==> src/rtl/id_ex_reg_pkg.sv <==
// Shared core pipeline package: control-field widths and the execute-stage
// control bundle with its bubble constant, used by decode and ID/EX logic.
package id_ex_reg_pkg;

  localparam int RESULT_SEC_W = 2;
  localparam int ALU_CTRL_W   = 4;
  localparam int IMM_SRC_W    = 3;
  localparam int FUNCT3_W     = 3;

  typedef logic [RESULT_SEC_W-1:0] result_sec_t;
  typedef logic [ALU_CTRL_W-1:0]   alu_ctrl_t;
  typedef logic [IMM_SRC_W-1:0]    imm_src_t;
  typedef logic [FUNCT3_W-1:0]     funct3_t;

  typedef struct packed {
    logic        reg_write;
    logic        mem_write;
    logic        jump;
    logic        branch;
    logic        alu_src;
    logic        lui;
    logic        jal_r;
    result_sec_t result_sec;
    alu_ctrl_t   alu_control;
    funct3_t     funct3;
    logic        valid;
  } ex_ctrl_t;

  // A bubble carries no write enables and no redirect, so it has no side effect.
  localparam ex_ctrl_t BUBBLE_CTRL = '0;

endpackage

==> src/rtl/id_ex_reg_pipe_ff.sv <==
// Parameterised pipeline register with synchronous reset, clear and enable.
// Reset and clear both load CLR_VAL; clear wins over a deasserted enable.
module pipe_ff #(
  parameter int               WIDTH   = 8,
  parameter logic [WIDTH-1:0] CLR_VAL = '0
) (
  input  logic             clk,
  input  logic             rst,
  input  logic             en,
  input  logic             clr,
  input  logic [WIDTH-1:0] d,
  output logic [WIDTH-1:0] q
);

  // NOTE: non-blocking assignment so every pipeline flop samples pre-edge values.
  always_ff @(posedge clk) begin
    if (rst || clr) q <= CLR_VAL;
    else if (en)    q <= d;
  end

endmodule

==> src/rtl/id_ex_reg.sv <==
// ID/EX pipeline register: one-cycle capture of decode fields, stall hold,
// flush-to-bubble and a saturating count of inserted bubbles.
module id_ex_reg
  import id_ex_reg_pkg::*;
#(
  parameter int DATA_WIDTH     = 32,
  parameter int REG_ADDR_WIDTH = 5,
  parameter int CNT_WIDTH      = 16
) (
  input  logic                      i_CLK,
  input  logic                      i_RST,
  input  logic                      i_Stall_E,
  input  logic                      i_Flush_E,
  input  logic                      i_RegWrite_D,
  input  logic                      i_MemWrite_D,
  input  logic                      i_Jump_D,
  input  logic                      i_Branch_D,
  input  logic                      i_ALUSrc_D,
  input  logic                      i_LUI_D,
  input  logic                      i_Jal_R,
  input  logic [RESULT_SEC_W-1:0]   i_ResultSec_D,
  input  logic [ALU_CTRL_W-1:0]     i_ALU_Control_D,
  input  logic [FUNCT3_W-1:0]       i_FUNCT3_D,
  input  logic [DATA_WIDTH-1:0]     i_RD1_D,
  input  logic [DATA_WIDTH-1:0]     i_RD2_D,
  input  logic [DATA_WIDTH-1:0]     i_ImmExt_D,
  input  logic [DATA_WIDTH-1:0]     i_PC_D,
  input  logic [DATA_WIDTH-1:0]     i_PCPlus4_D,
  input  logic [REG_ADDR_WIDTH-1:0] i_Rs1_D,
  input  logic [REG_ADDR_WIDTH-1:0] i_Rs2_D,
  input  logic [REG_ADDR_WIDTH-1:0] i_Rd_D,
  output logic                      o_RegWrite_E,
  output logic                      o_MemWrite_E,
  output logic                      o_Jump_E,
  output logic                      o_Branch_E,
  output logic                      o_ALUSrc_E,
  output logic                      o_LUI_E,
  output logic                      o_Jal_R,
  output logic [RESULT_SEC_W-1:0]   o_ResultSec_E,
  output logic [ALU_CTRL_W-1:0]     o_ALU_Control_E,
  output logic [FUNCT3_W-1:0]       o_FUNCT3_E,
  output logic [DATA_WIDTH-1:0]     o_RD1_E,
  output logic [DATA_WIDTH-1:0]     o_RD2_E,
  output logic [DATA_WIDTH-1:0]     o_ImmExt_E,
  output logic [DATA_WIDTH-1:0]     o_PC_E,
  output logic [DATA_WIDTH-1:0]     o_PCPlus4_E,
  output logic [REG_ADDR_WIDTH-1:0] o_Rs1_E,
  output logic [REG_ADDR_WIDTH-1:0] o_Rs2_E,
  output logic [REG_ADDR_WIDTH-1:0] o_Rd_E,
  output logic                      o_Valid_E,
  output logic [CNT_WIDTH-1:0]      o_Bubble_Cnt
);

  localparam int DATA_GRP_W = 5 * DATA_WIDTH;
  localparam int REG_GRP_W  = 3 * REG_ADDR_WIDTH;

  logic                  capture_en;
  ex_ctrl_t              ctrl_d, ctrl_q;
  logic [DATA_GRP_W-1:0] data_d, data_q;
  logic [REG_GRP_W-1:0]  regs_d, regs_q;

  assign capture_en = ~i_Stall_E;

  // Any instruction arriving from decode is real; only flush/reset make a bubble.
  assign ctrl_d = '{
    reg_write:   i_RegWrite_D,
    mem_write:   i_MemWrite_D,
    jump:        i_Jump_D,
    branch:      i_Branch_D,
    alu_src:     i_ALUSrc_D,
    lui:         i_LUI_D,
    jal_r:       i_Jal_R,
    result_sec:  i_ResultSec_D,
    alu_control: i_ALU_Control_D,
    funct3:      i_FUNCT3_D,
    valid:       1'b1
  };
  assign data_d = {i_RD1_D, i_RD2_D, i_ImmExt_D, i_PC_D, i_PCPlus4_D};
  assign regs_d = {i_Rs1_D, i_Rs2_D, i_Rd_D};

  pipe_ff #(.WIDTH($bits(ex_ctrl_t)), .CLR_VAL(BUBBLE_CTRL)) u_ctrl_ff (
    .clk(i_CLK), .rst(i_RST), .en(capture_en), .clr(i_Flush_E),
    .d(ctrl_d), .q(ctrl_q)
  );

  pipe_ff #(.WIDTH(DATA_GRP_W)) u_data_ff (
    .clk(i_CLK), .rst(i_RST), .en(capture_en), .clr(i_Flush_E),
    .d(data_d), .q(data_q)
  );

  pipe_ff #(.WIDTH(REG_GRP_W)) u_regs_ff (
    .clk(i_CLK), .rst(i_RST), .en(capture_en), .clr(i_Flush_E),
    .d(regs_d), .q(regs_q)
  );

  assign o_RegWrite_E    = ctrl_q.reg_write;
  assign o_MemWrite_E    = ctrl_q.mem_write;
  assign o_Jump_E        = ctrl_q.jump;
  assign o_Branch_E      = ctrl_q.branch;
  assign o_ALUSrc_E      = ctrl_q.alu_src;
  assign o_LUI_E         = ctrl_q.lui;
  assign o_Jal_R         = ctrl_q.jal_r;
  assign o_ResultSec_E   = ctrl_q.result_sec;
  assign o_ALU_Control_E = ctrl_q.alu_control;
  assign o_FUNCT3_E      = ctrl_q.funct3;
  assign o_Valid_E       = ctrl_q.valid;

  assign {o_RD1_E, o_RD2_E, o_ImmExt_E, o_PC_E, o_PCPlus4_E} = data_q;
  assign {o_Rs1_E, o_Rs2_E, o_Rd_E}                          = regs_q;

  // Saturating bubble counter; a stall leaves it untouched by construction.
  always_ff @(posedge i_CLK) begin
    if (i_RST)                                 o_Bubble_Cnt <= '0;
    else if (i_Flush_E && o_Bubble_Cnt != '1)  o_Bubble_Cnt <= o_Bubble_Cnt + CNT_WIDTH'(1);
  end

endmodule

==> config.mk <==
export PLATFORM = sky130hd
export DESIGN_NAME = id_ex_reg
export DESIGN_NICKNAME = d
export VERILOG_FILES = /design/src/rtl/id_ex_reg_pkg.sv /design/src/rtl/id_ex_reg_pipe_ff.sv /design/src/rtl/id_ex_reg.sv
export SDC_FILE = /design/constraint.sdc
export NUM_CORES = 1
export LEC_CHECK = 0
export CORE_AREA = 2 2 159 161
export CTS_CLUSTER_DIAMETER = 120
export DETAILED_ROUTE_END_ITERATION = 8
export DIE_AREA = 0 0 161 163
export HOLD_SLACK_MARGIN = 0.12
export PLACE_DENSITY = 0.7
export RECOVER_POWER = 25
export SYNTH_ARGS = -nofsm -noshare
export SYNTH_HDL_FRONTEND = slang
export SYNTH_HIERARCHICAL = 1
export SYNTH_SLANG_ARGS = --single-unit
==> constraint.sdc <==
create_clock -name i_CLK -period 1.8 [get_ports i_CLK]
set_input_delay 0.18 -clock i_CLK [delete_from_list [all_inputs] [get_ports i_CLK]]
set_output_delay 0.18 -clock i_CLK [all_outputs]
set_load 0.01 [all_outputs]
==> metrics.yaml <==
synth-main-ff-cell: "dfxtp_1"
grt_max_degree: 65
netlist_top_cells_count: "208 x dfxtp_1, 199 x nor2_1, 194 x mux2i_1"
fin_crit_ns: 1.73
core_sq_mm: 0.0247
boundaryPins: 403
finalWorstSetupSlack_ns: 0.0736
routabilityCongestion: 0.766
first_pass_iters: 4
antenna-diode-count: 0
pwr-share-seq_pct: 44.2
hp-class: "in2reg"
grt_first_pass_wirelength_um: 35100
clock.fmax_mhz: 579
fp.dieH_um: 163
seqCellArea_sq_mm: 0.00417
syn_area_sq_mm: 0.00771
numCtsBuffers: 23
dpl_cell_area_sq_mm: 0.0122
crit_fanout: 6
outcome: "completed"
ys_async_sr_fraction_pct: 0
whs_endpoint: "u_data_ff/q[25]"
p_per_area_mw_per_mm2: 846
hpwl_um: 16800
drc: 0
num_vias: 6580
synth.distinct_cells: 36
cap_violations: 0
fp.dieArea_sq_mm: 0.0262
synth_cells: 719
met1_length_um: 9300
cts.sinks: 208
r2r_cells: 4
wire_per_inst_um: 15.3
top_layer: "met4"
pwr-share-comb_pct: 12.7
io_buffers: 402
min_from: "i_PCPlus4_D[25]"
rsz0062_at_grt: "no"
required_ns: 1.62
clock_latency_ns: 0.51
drt_iter0_drc: 263
grt_overflow: 0
tightest_slew_ns: 0.804
route.met2.wl_um: 11000
post_cts_resized: 0
place_ws_ns: -0.193
ys_top_cells_by_area: "dfxtp_1 54%, mux2i_1 25%, nor2_1 9.7%"
swShare_pct: 23.0
crit_path_end_kind: "output pin"
routed_wl_um: 22800
post-route-period-util_pct: 95.9
final_util_pct: 52.3
ir_worst_vdd_mv: 0.571
cp-start-kind: "register"
grt_pass1_vias: 6420
clock_path_buffers: 3
internal_power_mw: 8.40
cts.clk_slew.worst_paths_ns: 0.06
post-route-cell-area_sq_mm: 0.0129
antenna_found_initial: 0
synth_edf_count: 0
cts_tree: "done"
syn_to_final_growth_pct: 67.2
hold_buffers: 0
cts.htree.levels: 1
regToRegSetupSlack_ns: 0.09
synth_nets: 915
slew_viol_final: 0
syn_avg_cell_area_sq_um: 10.7
initial_core_util_pct: 31.3
timing_hold_violations_final: 0
synth_most_common_cell: "dfxtp_1"
r2r_end: "o_Bubble_Cnt[15]"
min_path_cells: 3
nNetsFinal: 1334
post-cts-setup-buffer-count: 0
finalSetupViolCount: 0
cts_root_buf: "clkbuf_16"
synth_top_area_cell: "dfxtp_1"
die_w_um: 161
power_switching_mw: 2.51
fillers: 2262
p_clk_share_pct: 43.1
drive_gt1_share_pct: 7.53
via_per_inst: 4.43
seq_area_frac_synth_pct: 54.0
fin_skew_ns: 0.0108
arrival_ns: 1.55
grt_usage_pct: 16.4
met3_length_um: 2030
rr_startpoint: "o_Bubble_Cnt[4]"
timing_worst_setup_path_type: "reg2out"
max-slew-margin-rel_pct: 46.4
power_leakage_nw: 5.26
synth_top_area_share_pct: 54.0
multi_input_area_sq_mm: 0.00314
ys_ff_latch: 208
row_count: 58
ant_nets: 0
yosysWarnings: 6
## cell families after synthesis
kind of cell | after synthesis | share of synthesized area (%)
compound gates | 22 | 1.85
fa+ha+maj | 1 | 0.162
buf+inv | 52 | 5.37
other cells | 1 | 0.0486
xor+xnor | 4 | 0.454
mux | 195 | 25.3
flops | 208 | 54.0
simple gates | 236 | 12.8
## area by class of cell
cell class / count / area share [%]
flip-flops and latches: 208 / 32.3
repair buffers: 442 / 34.0
inverters: 4 / 0.175
clock inverters: 10 / 0.679
clock buffers: 32 / 5.27
multi-input cells: 459 / 24.4
well taps: 330 / 3.20
## through the flow
| step | power (mW) | hold slack (ns) | TNS (ns) | std cells |
|---|---|---|---|---|
| after global placement | 6.32 | 0.470 | -0.428 | 1443 |
| final | 10.9 | 0.281 | 0 | 1485 |
| after CTS | 11.1 | 0.260 | 0 | 1485 |
| after floorplan | 5.51 | 0.327 | 0 | 719 |
| after detailed placement | 6.33 | 0.480 | -0.587 | 1443 |
| after global routing | 11.4 | 0.276 | 0 | 1485 |
## power by group through the flow
stage,clock network (mW),logic [mW],registers [mW]
after CTS,4.85,1.41,4.83
final,4.71,1.38,4.83
after global placement,0,1.39,4.92
after floorplan,0,0.517,4.99
after global routing,5.04,1.48,4.84
after detailed placement,0,1.40,4.93
## per-layer routing
layer	up-vias	global-route usage, %
li1	3263	-
met1	3022	19.8
met2	264	28.1
met3	31	5.58
met4	0	4.38
met5	-	0
## worst max-delay path: stages (launching register included)
cell	delay [ns]
dfxtp_1	0.33
buf_4	0.14
clkdlybuf4s50_1	0.57
## state kept, by name (all words and copies together), names as in the netlist
name,count
o_Bubble_Cnt,16
u_ctrl_ff/q,17
u_data_ff/q,160
u_regs_ff/q,15
## worst max path at each step
stage,depth (start not counted),start,slack (ns),end
2_1_floorplan,5,o_Bubble_Cnt[2],0.004,o_Bubble_Cnt[15]
3_3_place_gp,5,i_Flush_E,-0.17,o_Bubble_Cnt[15]
3_5_place_dp,5,i_Flush_E,-0.19,o_Bubble_Cnt[15]
4_1_cts,4,o_Bubble_Cnt[2],0.01,o_Bubble_Cnt[15]
5_1_grt,4,o_Bubble_Cnt[1],0.001,o_Bubble_Cnt[15]
6_report,2,o_Bubble_Cnt[2],0.07,o_Bubble_Cnt[2]
## layout by cell type (no fill, tap or decap), types with 3 or more instances in the layout
| cell type | synthesis | layout |
|---|---|---|
| o21ai_0 | 4 | 4 |
| clkbuf_8 | 0 | 7 |
| clkdlybuf4s50_1 | 0 | 400 |
| dfxtp_2 | 0 | 3 |
| o31ai_1 | 6 | 6 |
| nand3_1 | 4 | 3 |
| a21oi_1 | 9 | 9 |
| clkbuf_16 | 0 | 23 |
| or4_1 | 6 | 5 |
| buf_4 | 12 | 27 |
| nor2_1 | 199 | 199 |
| clkinv_2 | 0 | 5 |
| dfxtp_1 | 208 | 205 |
| buf_12 | 0 | 6 |
| nand4_1 | 4 | 4 |
| inv_1 | 4 | 3 |
| mux2i_1 | 194 | 194 |
| clkbuf_1 | 7 | 7 |
| nand2_1 | 6 | 6 |
| xor2_1 | 3 | 3 |
| or3_1 | 4 | 4 |
(Power assumes the default switching activity.)
